==> src/rtl/dbnc_pkg.sv <==
// Shared types and default constants for the synchronizing debouncer.
// Optional feature macro used by sync_debounce: DBNC_GLITCH_CNT_EN.
package dbnc_pkg;

  localparam int unsigned DBNC_SYNC_STAGES_DEF = 2;
  localparam int unsigned DBNC_CYCLES_DEF      = 16;

  typedef enum logic [0:0] {
    ST_STABLE = 1'b0,
    ST_QUAL   = 1'b1
  } dbnc_state_t;

endpackage

==> src/rtl/sync_chain.sv <==
// Plain N-flop synchronizer with a synchronous, active-high reset.
// Ports:
//   clk     in  clock
//   rst     in  synchronous active-high reset, loads RST_VAL into every flop
//   async_i in  raw asynchronous input
//   sync_o  out synchronized level (last flop of the chain)
module sync_chain
  import dbnc_pkg::*;
#(
  parameter int unsigned SYNC_STAGES = DBNC_SYNC_STAGES_DEF,
  parameter logic        RST_VAL     = 1'b0
) (
  input  logic clk,
  input  logic rst,
  input  logic async_i,
  output logic sync_o
);

  logic [SYNC_STAGES-1:0] s_q;

  // Flop-to-flop only; nothing may sit between stages.
  always_ff @(posedge clk) begin
    if (rst) begin
      s_q <= {SYNC_STAGES{RST_VAL}};
    end else begin
      s_q <= {s_q[SYNC_STAGES-2:0], async_i};
    end
  end

  assign sync_o = s_q[SYNC_STAGES-1];

endmodule

==> src/rtl/sync_debounce.sv <==
// Synchronizes a raw asynchronous input and only lets a new level through
// once it has been seen for DBNC_CYCLES consecutive cycles. Feeds the
// edge detector's sig input.
// Optional feature: define DBNC_GLITCH_CNT_EN to add a saturating count of
// rejected glitches (glitch_cnt, GLITCH_W bits).
// Ports:
//   clk        in  clock
//   rst        in  synchronous active-high reset
//   async_in   in  raw asynchronous input
//   sig_out    out debounced synchronous level
//   stable     out high while no qualification is in progress
//   glitch_cnt out saturating rejected-glitch count (DBNC_GLITCH_CNT_EN only)
module sync_debounce
  import dbnc_pkg::*;
#(
  parameter int unsigned SYNC_STAGES = DBNC_SYNC_STAGES_DEF,
  parameter int unsigned DBNC_CYCLES = DBNC_CYCLES_DEF,
  parameter logic        RST_VAL     = 1'b0
`ifdef DBNC_GLITCH_CNT_EN
  ,
  parameter int unsigned GLITCH_W    = 8
`endif
) (
  input  logic                clk,
  input  logic                rst,
  input  logic                async_in,
  output logic                sig_out,
  output logic                stable
`ifdef DBNC_GLITCH_CNT_EN
  ,
  output logic [GLITCH_W-1:0] glitch_cnt
`endif
);

  localparam int unsigned CNT_W = $clog2(DBNC_CYCLES + 1);

  logic              sync_q;
  dbnc_state_t       state_q, state_d;
  logic [CNT_W-1:0]  cnt_q, cnt_d;
  logic              sig_q, sig_d;
`ifdef DBNC_GLITCH_CNT_EN
  logic              abort_c;
  logic [GLITCH_W-1:0] glitch_q;
`endif

  sync_chain #(
    .SYNC_STAGES (SYNC_STAGES),
    .RST_VAL     (RST_VAL)
  ) u_sync (
    .clk     (clk),
    .rst     (rst),
    .async_i (async_in),
    .sync_o  (sync_q)
  );

  // State, qualification count and debounced level.
  always_ff @(posedge clk) begin
    if (rst) begin
      state_q <= ST_STABLE;
      cnt_q   <= '0;
      sig_q   <= RST_VAL;
    end else begin
      state_q <= state_d;
      cnt_q   <= cnt_d;
      sig_q   <= sig_d;
    end
  end

  // Next state: count consecutive disagreeing cycles, abort on agreement.
  always_comb begin
    state_d = state_q;
    cnt_d   = cnt_q;
    sig_d   = sig_q;
`ifdef DBNC_GLITCH_CNT_EN
    abort_c = 1'b0;
`endif
    unique case (state_q)
      ST_STABLE: begin
        cnt_d = '0;
        if (sync_q != sig_q) begin
          // A one-cycle qualification needs no counting state.
          if (DBNC_CYCLES == 1) begin
            sig_d = sync_q;
          end else begin
            cnt_d   = CNT_W'(1);
            state_d = ST_QUAL;
          end
        end
      end
      ST_QUAL: begin
        if (sync_q == sig_q) begin
          cnt_d   = '0;
          state_d = ST_STABLE;
`ifdef DBNC_GLITCH_CNT_EN
          abort_c = 1'b1;
`endif
        end else if (cnt_q == CNT_W'(DBNC_CYCLES - 1)) begin
          sig_d   = sync_q;
          cnt_d   = '0;
          state_d = ST_STABLE;
        end else begin
          cnt_d = cnt_q + CNT_W'(1);
        end
      end
      default: begin
        cnt_d   = '0;
        state_d = ST_STABLE;
      end
    endcase
  end

`ifdef DBNC_GLITCH_CNT_EN
  // Saturating count of aborted qualifications.
  always_ff @(posedge clk) begin
    if (rst) begin
      glitch_q <= '0;
    end else if (abort_c && (glitch_q != {GLITCH_W{1'b1}})) begin
      glitch_q <= glitch_q + GLITCH_W'(1);
    end
  end

  assign glitch_cnt = glitch_q;
`endif

  assign sig_out = sig_q;
  assign stable  = (state_q == ST_STABLE);

endmodule

==> config.mk <==
export PLATFORM = sky130hd
export DESIGN_NAME = sync_debounce
export DESIGN_NICKNAME = d
export VERILOG_FILES = /design/src/rtl/dbnc_pkg.sv /design/src/rtl/sync_chain.sv /design/src/rtl/sync_debounce.sv
export SDC_FILE = /design/constraint.sdc
export NUM_CORES = 1
export LEC_CHECK = 0
export ABC_AREA = 0
export CORE_AREA = 2 2 39 41
export DETAILED_ROUTE_END_ITERATION = 10
export DIE_AREA = 0 0 41 43
export HOLD_SLACK_MARGIN = 0.03
export PLACE_DENSITY = 0.39
export SYNTH_ARGS = -nofsm -noshare
export SYNTH_HDL_FRONTEND = slang
export SYNTH_SLANG_ARGS = --single-unit
export TNS_END_PERCENT = 1
==> constraint.sdc <==
create_clock -name clk -period 2.6 [get_ports clk]
set_input_delay 0.52 -clock clk [delete_from_list [all_inputs] [get_ports clk]]
set_output_delay 0.52 -clock clk [all_outputs]
set_load 0.02 [all_outputs]
---- Word-level counts from Yosys, hierarchy flattened ----
Index checks and enable logic that the tools add are counted.
operators by class
  $add $sub $neg .......................... 1
  equal/unequal tests ..................... 3
  muxes and demuxes ....................... 8
  bitwise operators ....................... 2
  reductions and logical operators ........ 1
operator list
  kind                                                             count
  5-bit 2-to-1 mux                                                 2
  5-bit one-hot mux with 2 select lines                            1
  5-bit by 1-bit adder with 5-bit output, second input constant    1
  5-bit by 4-bit == test with 1-bit output, second input constant  1
  1-bit 2-to-1 mux                                                 4
  3-bit AND reduction                                              1
  1-bit NOT                                                        2
  1-bit one-hot mux with 2 select lines                            1
  1-bit == test                                                    1
  1-bit inequality test                                            1
storage, ports and cells
  register bits ........................... 9
  input bits .............................. 3
  word-level logic and storage cells ...... 19

---- Logic depth before layout (Yosys ltp) ----
Gate-level depths: netlist (run 1).
  depth in word-level cells ............... 4
  depth in mapped cells ................... 6
  gate-level depth less buffers ........... 6

---- Cells and area by module ----
Synthesis (run 1) repeated with hierarchy kept, for this count alone.
unflattened totals
  cells, all modules ...................... 32
  area, all modules ....................... 330.3 um^2
by module, submodules not included
  module         times used  cells an instance  area an instance (um^2)  seq. area each (um^2)
  sync_debounce  1           28                 277.8                    140.1
  sync_chain     1           4                  52.6                     40.0

---- Least setup slack after synthesis (run 1) ----
No wires, ideal clock.
  path kind ............................... register to register
  start ................................... register cnt_q[0]
  end ..................................... register cnt_q[2]
  library setup time ...................... 64 ps
  data arrival time ....................... 1480 ps
  data required time ...................... 2536 ps
  setup slack ............................. 1056 ps
  cell stages (with the launch flop) ...... 6
  path buffers ............................ 0
  clock period less this slack ............ 1544 ps
  cell sequence ........................... dfxtp_1 > ha_1 > and3_1 > ha_1 > or4_4 > nor2_1
on the way
  longest elaborated chain between the ends .. 4
  elaborated cells between the ends (all ways) .. 5
  classes of those cells .................. add/sub (1); eq/ne (1); mux (3)
RTL lines
  item                                                                                                       RTL line                                   text
  start, declared                                                                                            sync_debounce.sv:39                        logic [CNT_W-1:0] cnt_q, cnt_d;
  start signal, assigned                                                                                     sync_debounce.sv:64                        cnt_q <= cnt_d;
  5-bit by 1-bit adder with 5-bit output / 5-bit by 4-bit == test with 1-bit output (equally long branches)  sync_debounce.sv:102, sync_debounce.sv:97
  5-bit 2-to-1 mux *                                                                                         sync_debounce.sv:97                        end else if (cnt_q == CNT_W'(DBNC_CYCLES - 1)) begin
  5-bit 2-to-1 mux *                                                                                         sync_debounce.sv:91                        if (sync_q == sig_q) begin
  5-bit one-hot mux with 2 select lines *                                                                    sync_debounce.sv:77                        unique case (state_q)
Every way passes the cells marked *; elsewhere a longest branch is shown, timed or not.
A chain may end at the register's enable or synchronous reset.

---- Worst setup path after layout (run 1) ----
  start ................................... register state_q
  end ..................................... output port stable
on the way
  longest elaborated chain between the ends .. 1
RTL lines
  item                    RTL line             text
  start, declared         sync_debounce.sv:38  dbnc_state_t state_q, state_d;
  start signal, assigned  sync_debounce.sv:63  state_q <= state_d;
  1-bit NOT               --
  end, declared           sync_debounce.sv:28  output logic stable
Every way passes these cells.

==> results of run 1 <==
## layout make-up
cell class,count,area (um^2),share of cell area
Sequential cell,9,180.2,0.4324
Multi-Input combinational cell,22,138.9,0.3333
Tap cell,16,20.02,0.04805
Inverter,3,11.26,0.02703
Clock buffer,4,26.28,0.06306
Timing Repair Buffer,4,40.04,0.09610
## per-layer routing
metal	vias to the layer above	wire (um)	global-route usage
met5	-	0	0
met1	107	251	0.09804
met4	0	9	0.1000
met3	2	23	0.04712
li1	126	-	-
met2	4	274	0.1156
## kinds of logic (layout without fill, tap and decap cells)
kind of cell | after synthesis | in the layout | share of synthesized area
compound gates | 1 | 1 | 0.01514
xor+xnor | 3 | 3 | 0.07956
fa+ha+maj | 2 | 2 | 0.07575
buf+inv | 3 | 11 | 0.03409
flops | 9 | 9 | 0.5454
simple gates | 16 | 16 | 0.2500
## state kept, by name, indices dropped and copies added, names as in the netlist
name,flops
state_q,1
sig_out,1
cnt_q,5
u_sync.s_q,2
## through the flow
step                      setup slack, ps  hold WS, ps  area [um^2]  instances
after floorplan                      1056        413.8        330.3         34
after global placement              869.4        445.0        390.4         54
after detailed placement            842.2        441.6        390.4         54
after CTS                           808.3        458.4        416.7         58
after global routing                781.7        474.3        416.7         58
final                               823.7        449.8        416.7         58
## where the power goes
part	switching, mW	internal, mW
sequential	0.00136	0.140
combinational	0.00374	0.00512
clock	0.0479	0.0591
total	0.0530	0.204
## worst max path at each step
stage	slack, ps	to	from	cells after the start
2_1_floorplan	1060	cnt_q[2]	cnt_q[0]	5
4_1_cts	810	sig_out	sig_out	1
3_5_place_dp	840	cnt_q[3]	rst	3
6_report	820	stable	state_q	2
3_3_place_gp	870	cnt_q[1]	rst	3
5_1_grt	780	stable	state_q	2
## synth_stat cells (all sizes together)
library cell,instances
nor2,6
or4,1
inv,3
nor3b,1
nand2,2
a21oi,1
xor2,1
dfxtp,9
nand3,2
nor3,1
ha,2
nor2b,2
xnor2,2
and3,1
==> impl_metrics.sql, run 1 <==
INSERT INTO impl_metrics (metric_group, metric, value, unit) VALUES
('outcome', 'run_status', 'complete, no violations', ''),
('die', 'initial_standard_cell_utilization_of_the_core', '0.2387', ''),
('synth', 'syn_avg_cell_area', '9.715', 'um^2'),
('synth', 'sequential_fraction_of_the_synthesis_area', '0.5455', ''),
('clock_network', 'cts-buffers-inserted', '3', ''),
('sta', 'fin_worst_skew', '0.9502', 'ps'),
('worst_setup_path', 'cp_slowest_cell', 'sky130_fd_sc_hd__clkdlybuf4s50_1', ''),
('final_layout', 'commonest_non_fill_non_tap_cells_in_the_layout', 'sky130_fd_sc_hd__dfxtp_1 (9), sky130_fd_sc_hd__nor2_1 (6), sky130_fd_sc_hd__clkdlybuf4s50_1 (4)', ''),
('routing', 'ant_nets', '0', ''),
('die', 'design.portCount', '5', ''),
('sta', 'setup_viol_count_final', '0', ''),
('routing', 'wirelength', '558', 'um'),
('worst_setup_path', 'r2r.worst_path.cells', '5', ''),
('worst_setup_path', 'worst_r2r_endpoint', 'cnt_q[3]', ''),
('sta', 'post-route-min-period', '1776', 'ps'),
('sta', 'rsz0062_at_grt', 'false', ''),
('synth', 'synth_top_cells_by_area', 'sky130_fd_sc_hd__dfxtp_1 (55%), sky130_fd_sc_hd__ha_1 (7.6%), sky130_fd_sc_hd__nor2_1 (6.8%)', ''),
('synth', 'synth_area_leader_cell', 'sky130_fd_sc_hd__dfxtp_1', ''),
('clock_network', 'cts_hold_repair.buffers', '0', ''),
('synth', 'synthDominantCellAreaShare', '0.5455', ''),
('worst_setup_path', 'path_class', 'reg -> out', ''),
('placement', 'place.gp.congestion', '0.6712', ''),
('grt', 'first_global_vias', '244', ''),
('min_path', 'worst_hold_path.num_cells', '1', ''),
('routing', 'detail_route.first_pass.iterations', '2', ''),
('routing', 'drc_errors', '0', ''),
('clock_network', 'post_cts_resized', '0', ''),
('grt', 'grt_max_degree', '7', ''),
('pwr', 'vdd_ir_drop_max', '222.7', 'uV'),
('die', 'placementRows', '14', ''),
('clock_network', 'max-clock-path-buffers', '2', ''),
('sta', 'hold_viol', '0', ''),
('worst_setup_path', 'worst_r2r_startpoint', 'cnt_q[0]', ''),
('pwr', 'power_density', '617.9', 'nW/um^2'),
('worst_setup_path', 'endpoint_kind', 'output port', ''),
('synth', 'synthDistinctLibCells', '15', ''),
('worst_setup_path', 'worstPathBufferInverterCount', '2', ''),
('placement', 'io_buffers', '4', ''),
('die', 'die_outline_area', '1763', 'um^2'),
('worst_setup_path', 'cell_type_group_with_the_largest_total_delay_on_the_critical_path', 'buffers and inverters', ''),
('min_path', 'worstHoldPathType', 'reg -> reg', ''),
('clock_network', 'cts.clk_slew.worst_paths', '60', 'ps'),
('sta', 'report.final.slew_viol_count', '0', ''),
('synth', 'postSynthCellCount', '34', ''),
('sta', 'max-slew-margin-rel', '0.8167', ''),
('clock_network', 'tritoncts', 'yes', ''),
('job', 'drv_cap', '0', ''),
('routing', 'route.detailed.vias_per_inst', '4.121', ''),
('final_layout', 'final_common_cell', 'sky130_fd_sc_hd__dfxtp_1', ''),
('clock_network', 'ctsHtreeMaxLevel', '1', ''),
('synth', 'synth_area', '330.3', 'um^2'),
('final_layout', 'n_fill_cell', '155', ''),
('worst_setup_path', 'cp-start-kind', 'flop', ''),
('sta', 'timing.final.crit_share', '0.6832', ''),
('sta', 'timing.setup.tns', '0', 'ps'),
('synth', 'flip_flop_and_latch_count_after_synthesis', '9', ''),
('min_path', 'min_from', 'u_sync.s_q[0]', ''),
('placement', 'dpl.hpwl', '407', 'um'),
('final_layout', 'layout-area-overhead-vs-synth', '26.14', '%'),
('sta', 'max_freq', '563.0', 'MHz'),
('final_layout', 'drive_above_1_share', '0.1190', ''),
('worst_setup_path', 'worst_ep_arrival_time', '1260', 'ps'),
('min_path', 'worstHoldEndpoint', 'u_sync.s_q[1]', ''),
('grt', 'grt_pass1_wl', '972', 'um'),
('clock_network', 'numClockSinks', '9', ''),
('worst_setup_path', 'timing.critical_path.cells', 'inv_2 > clkdlybuf4s50_1', ''),
('clock_network', 'number_of_buffers_added_for_setup_after_cts', '0', ''),
('synth', 'yosysWarningCount', '0', ''),
('clock_network', 'cts_root_buffer', 'sky130_fd_sc_hd__clkbuf_4', ''),
('final_layout', 'layout.core_utilization', '0.3011', ''),
('routing', 'drt-initial-drc-count', '1', '');
Note: power is estimated with default switching activity, not from simulation.
==> inputs of run 2 (changes only) <==
--- a/config.mk
+++ b/config.mk
@@ -10,7 +10,7 @@
 export DETAILED_ROUTE_END_ITERATION = 10
 export DIE_AREA = 0 0 41 43
 export HOLD_SLACK_MARGIN = 0.03
-export PLACE_DENSITY = 0.39
+export PLACE_DENSITY = 0.4
 export SYNTH_ARGS = -nofsm -noshare
 export SYNTH_HDL_FRONTEND = slang
 export SYNTH_SLANG_ARGS = --single-unit
==> constraint.sdc (replaced) <==
create_clock -name clk -period 1.5 [get_ports clk]
set_input_delay 0.3 -clock clk [delete_from_list [all_inputs] [get_ports clk]]
set_output_delay 0.3 -clock clk [all_outputs]
set_load 0.02 [all_outputs]
==> impl_metrics.sql, run 2 (synthesis gave the netlist of run 1 again) <==
INSERT INTO impl_metrics (metric_group, metric, value, unit) VALUES
('outcome', 'run_status', 'finished with violations', ''),
('outcome', 'failed_checks', 'negative setup slack', ''),
('sta', 'timing.final.ws_setup', '-56.47', 'ps'),
('routing', 'routed-via-count', '256', ''),
('clock_network', 'max-clock-path-buffers', '2', ''),
('sta', 'worst_slew_pin_slew', '326.6', 'ps'),
('clock_network', 'cts_root_buffer', 'sky130_fd_sc_hd__clkbuf_4', ''),
('placement', 'post-place-cells', '58', ''),
('die', 'die_outline_height', '43', 'um'),
('final_layout', 'commonest_non_fill_non_tap_cells_in_the_layout', 'sky130_fd_sc_hd__dfxtp_1 (7), sky130_fd_sc_hd__buf_4 (5), sky130_fd_sc_hd__nor2_2 (3), sky130_fd_sc_hd__clkbuf_4 (3)', ''),
('worst_setup_path', 'timing.critical_path.cells', 'ha_4 > and3_4 > ha_4 > or4_4 > nor2_2', ''),
('final_layout', 'reg.largest.list', 'cnt_q: 5 flops, u_sync.s_q: 2 flops', ''),
('final_layout', 'n_fill_cell', '140', ''),
('routing', 'ant_nets', '0', ''),
('clock_network', 'cts.clk_slew.worst_paths', '60', 'ps'),
('worst_setup_path', 'endpoint_kind', 'flop', ''),
('final_layout', 'multiInputGateArea', '188.9', 'um^2'),
('grt', 'number_of_antenna_violations_at_the_first_check_in_global_routing', '0', ''),
('pwr', 'power_density', '902.8', 'nW/um^2'),
('min_path', 'worstHoldPathType', 'reg -> reg', ''),
('routing', 'wirelength', '675', 'um'),
('sta', 'timing.final.crit_share', '1.038', ''),
('worst_setup_path', 'worstPathBufferInverterCount', '0', ''),
('die', 'design.portCount', '5', ''),
('grt', 'global_route.overflow_total', '0', ''),
('routing', 'route.detailed.wl_per_inst', '10.71', 'um'),
('sta', 'report.final.slew_viol_count', '0', ''),
('worst_setup_path', 'critical_path_required', '1700', 'ps'),
('placement', 'dpl.hpwl', '486.7', 'um'),
('worst_setup_path', 'path_class', 'reg -> reg', ''),
('final_layout', 'non_filler_instances', '63', ''),
('worst_setup_path', 'cell_type_group_with_the_largest_total_delay_on_the_critical_path', 'simple AND/OR/NAND/NOR gates', ''),
('job', 'drv_cap', '0', ''),
('pwr', 'leakage', '0.1746', 'nW'),
('placement', 'place.gp.congestion', '0.7181', ''),
('die', 'placementRows', '14', ''),
('routing', 'drt-initial-drc-count', '5', ''),
('clock_network', 'clk_latency', '260', 'ps'),
('clock_network', 'tritoncts', 'yes', ''),
('sta', 'post-route-min-period', '1556', 'ps'),
('routing', 'drc_errors', '0', ''),
('die', 'fp.coreArea', '1384', 'um^2'),
('worst_setup_path', 'critical_path_peak_fanout', '4', ''),
('final_layout', 'layout.area.seq', '182.7', 'um^2'),
('worst_setup_path', 'max_stage_delay', '590', 'ps'),
('worst_setup_path', 'cp_slowest_cell', 'sky130_fd_sc_hd__or4_4', ''),
('pwr', 'vdd_ir_drop_max', '464.6', 'uV'),
('die', 'die-width', '41', 'um'),
('placement', 'io_buffers', '4', ''),
('grt', 'grt_max_degree', '6', ''),
('final_layout', 'drive_above_1_share', '0.4255', ''),
('final_layout', 'final_common_cell', 'sky130_fd_sc_hd__dfxtp_1', ''),
('worst_setup_path', 'worst_ep_arrival_time', '1760', 'ps'),
('final_layout', 'layout.core_utilization', '0.3644', ''),
('final_layout', 'post_layout_net_count', '53', ''),
('sta', 'max-slew-margin-rel', '0.7807', ''),
('worst_setup_path', 'worst_path_most_repeated_cell', 'sky130_fd_sc_hd__ha_4', ''),
('clock_network', 'cts-buffers-inserted', '3', ''),
('routing', 'detail_route.first_pass.iterations', '2', ''),
('grt', 'grt.total_usage', '0.09384', ''),
('worst_setup_path', 'cp-start-kind', 'flop', ''),
('grt', 'first_global_vias', '265', ''),
('sta', 'max_freq', '642.5', 'MHz'),
('routing', 'route.detailed.vias_per_inst', '4.063', ''),
('grt', 'grt_pass1_wl', '1.062', 'mm'),
('sta', 'setup_viol_count_final', '4', ''),
('sta', 'hold_viol', '0', ''),
('final_layout', 'layout-area-overhead-vs-synth', '52.65', '%'),
('final_layout', 'insertedDiodeCount', '0', ''),
('die', 'initial_standard_cell_utilization_of_the_core', '0.2387', ''),
('clock_network', 'ctsHtreeMaxLevel', '1', ''),
('final_layout', 'max_flop_register', 'cnt_q', ''),
('sta', 'fin_worst_skew', '1.788', 'ps'),
('die', 'die_outline_area', '1763', 'um^2'),
('final_layout', 'max_reg_flops', '5', ''),
('sta', 'rsz0062_at_grt', 'true', ''),
('clock_network', 'numClockSinks', '9', '');
==> run 2: final cells by class <==
| type | count | share of cell area |
|---|---|---|
| clock buffers | 4 | 0.05211 |
| inverters | 3 | 0.02233 |
| multi-input cells | 22 | 0.3747 |
| flip-flops and latches | 9 | 0.3623 |
| well taps | 16 | 0.03970 |
| repair buffers | 9 | 0.1489 |
==> run 2: worst paths after layout <==
kind                         to           from  cells past startpoint  slack [ps]
setup reg to reg       cnt_q[1]       cnt_q[1]                      5         -60
setup / recovery       cnt_q[1]       cnt_q[1]                      5         -60
hold / removal    u_sync.s_q[1]  u_sync.s_q[0]                      1         460
hold reg to reg   u_sync.s_q[1]  u_sync.s_q[0]                      1         460
==> run 2: timing repair <==
| action | in CTS | in global routing |
|---|---|---|
| buffers inserted | 0 | 1 |
| hold buffers | 0 | 0 |
| setup endpoints to repair | 6 | 4 |
| resized for setup | 3 | 10 |
| hold endpoints to repair | 0 | 0 |
| pin swaps | 1 | 5 |
==> run 2: power breakdown <==
part           switching [mW]  internal [mW]
sequential            0.00242          0.243
clock                  0.0875          0.103
combinational         0.00820         0.0114
==> run 2: per-layer routing <==
layer | share of wire | vias up | global-route usage
met5 | 0 | - | 0
met4 | 0.039 | 0 | 0.06000
met3 | 0.028 | 4 | 0.04712
met2 | 0.43 | 6 | 0.1219
met1 | 0.50 | 110 | 0.1176
li1 | - | 136 | -
==> run 2: through the flow <==
| stage | area, um^2 | power, mW | worst slack (ps) | TNS [ps] | hold slack (ps) |
|---|---|---|---|---|---|
| after global routing | 504.2 | 0.4680 | -88.37 | -271.6 | 481.9 |
| final | 504.2 | 0.4552 | -56.47 | -161.4 | 456.1 |
| after global placement | 425.4 | 0.2688 | 18.46 | 0 | 427.2 |
| after detailed placement | 425.4 | 0.2695 | -33.38 | -109.9 | 448.4 |
| after CTS | 450.4 | 0.4566 | -51.43 | -147.5 | 457.0 |
| after floorplan | 335.3 | 0.2564 | 14.00 | 0 | 369.1 |
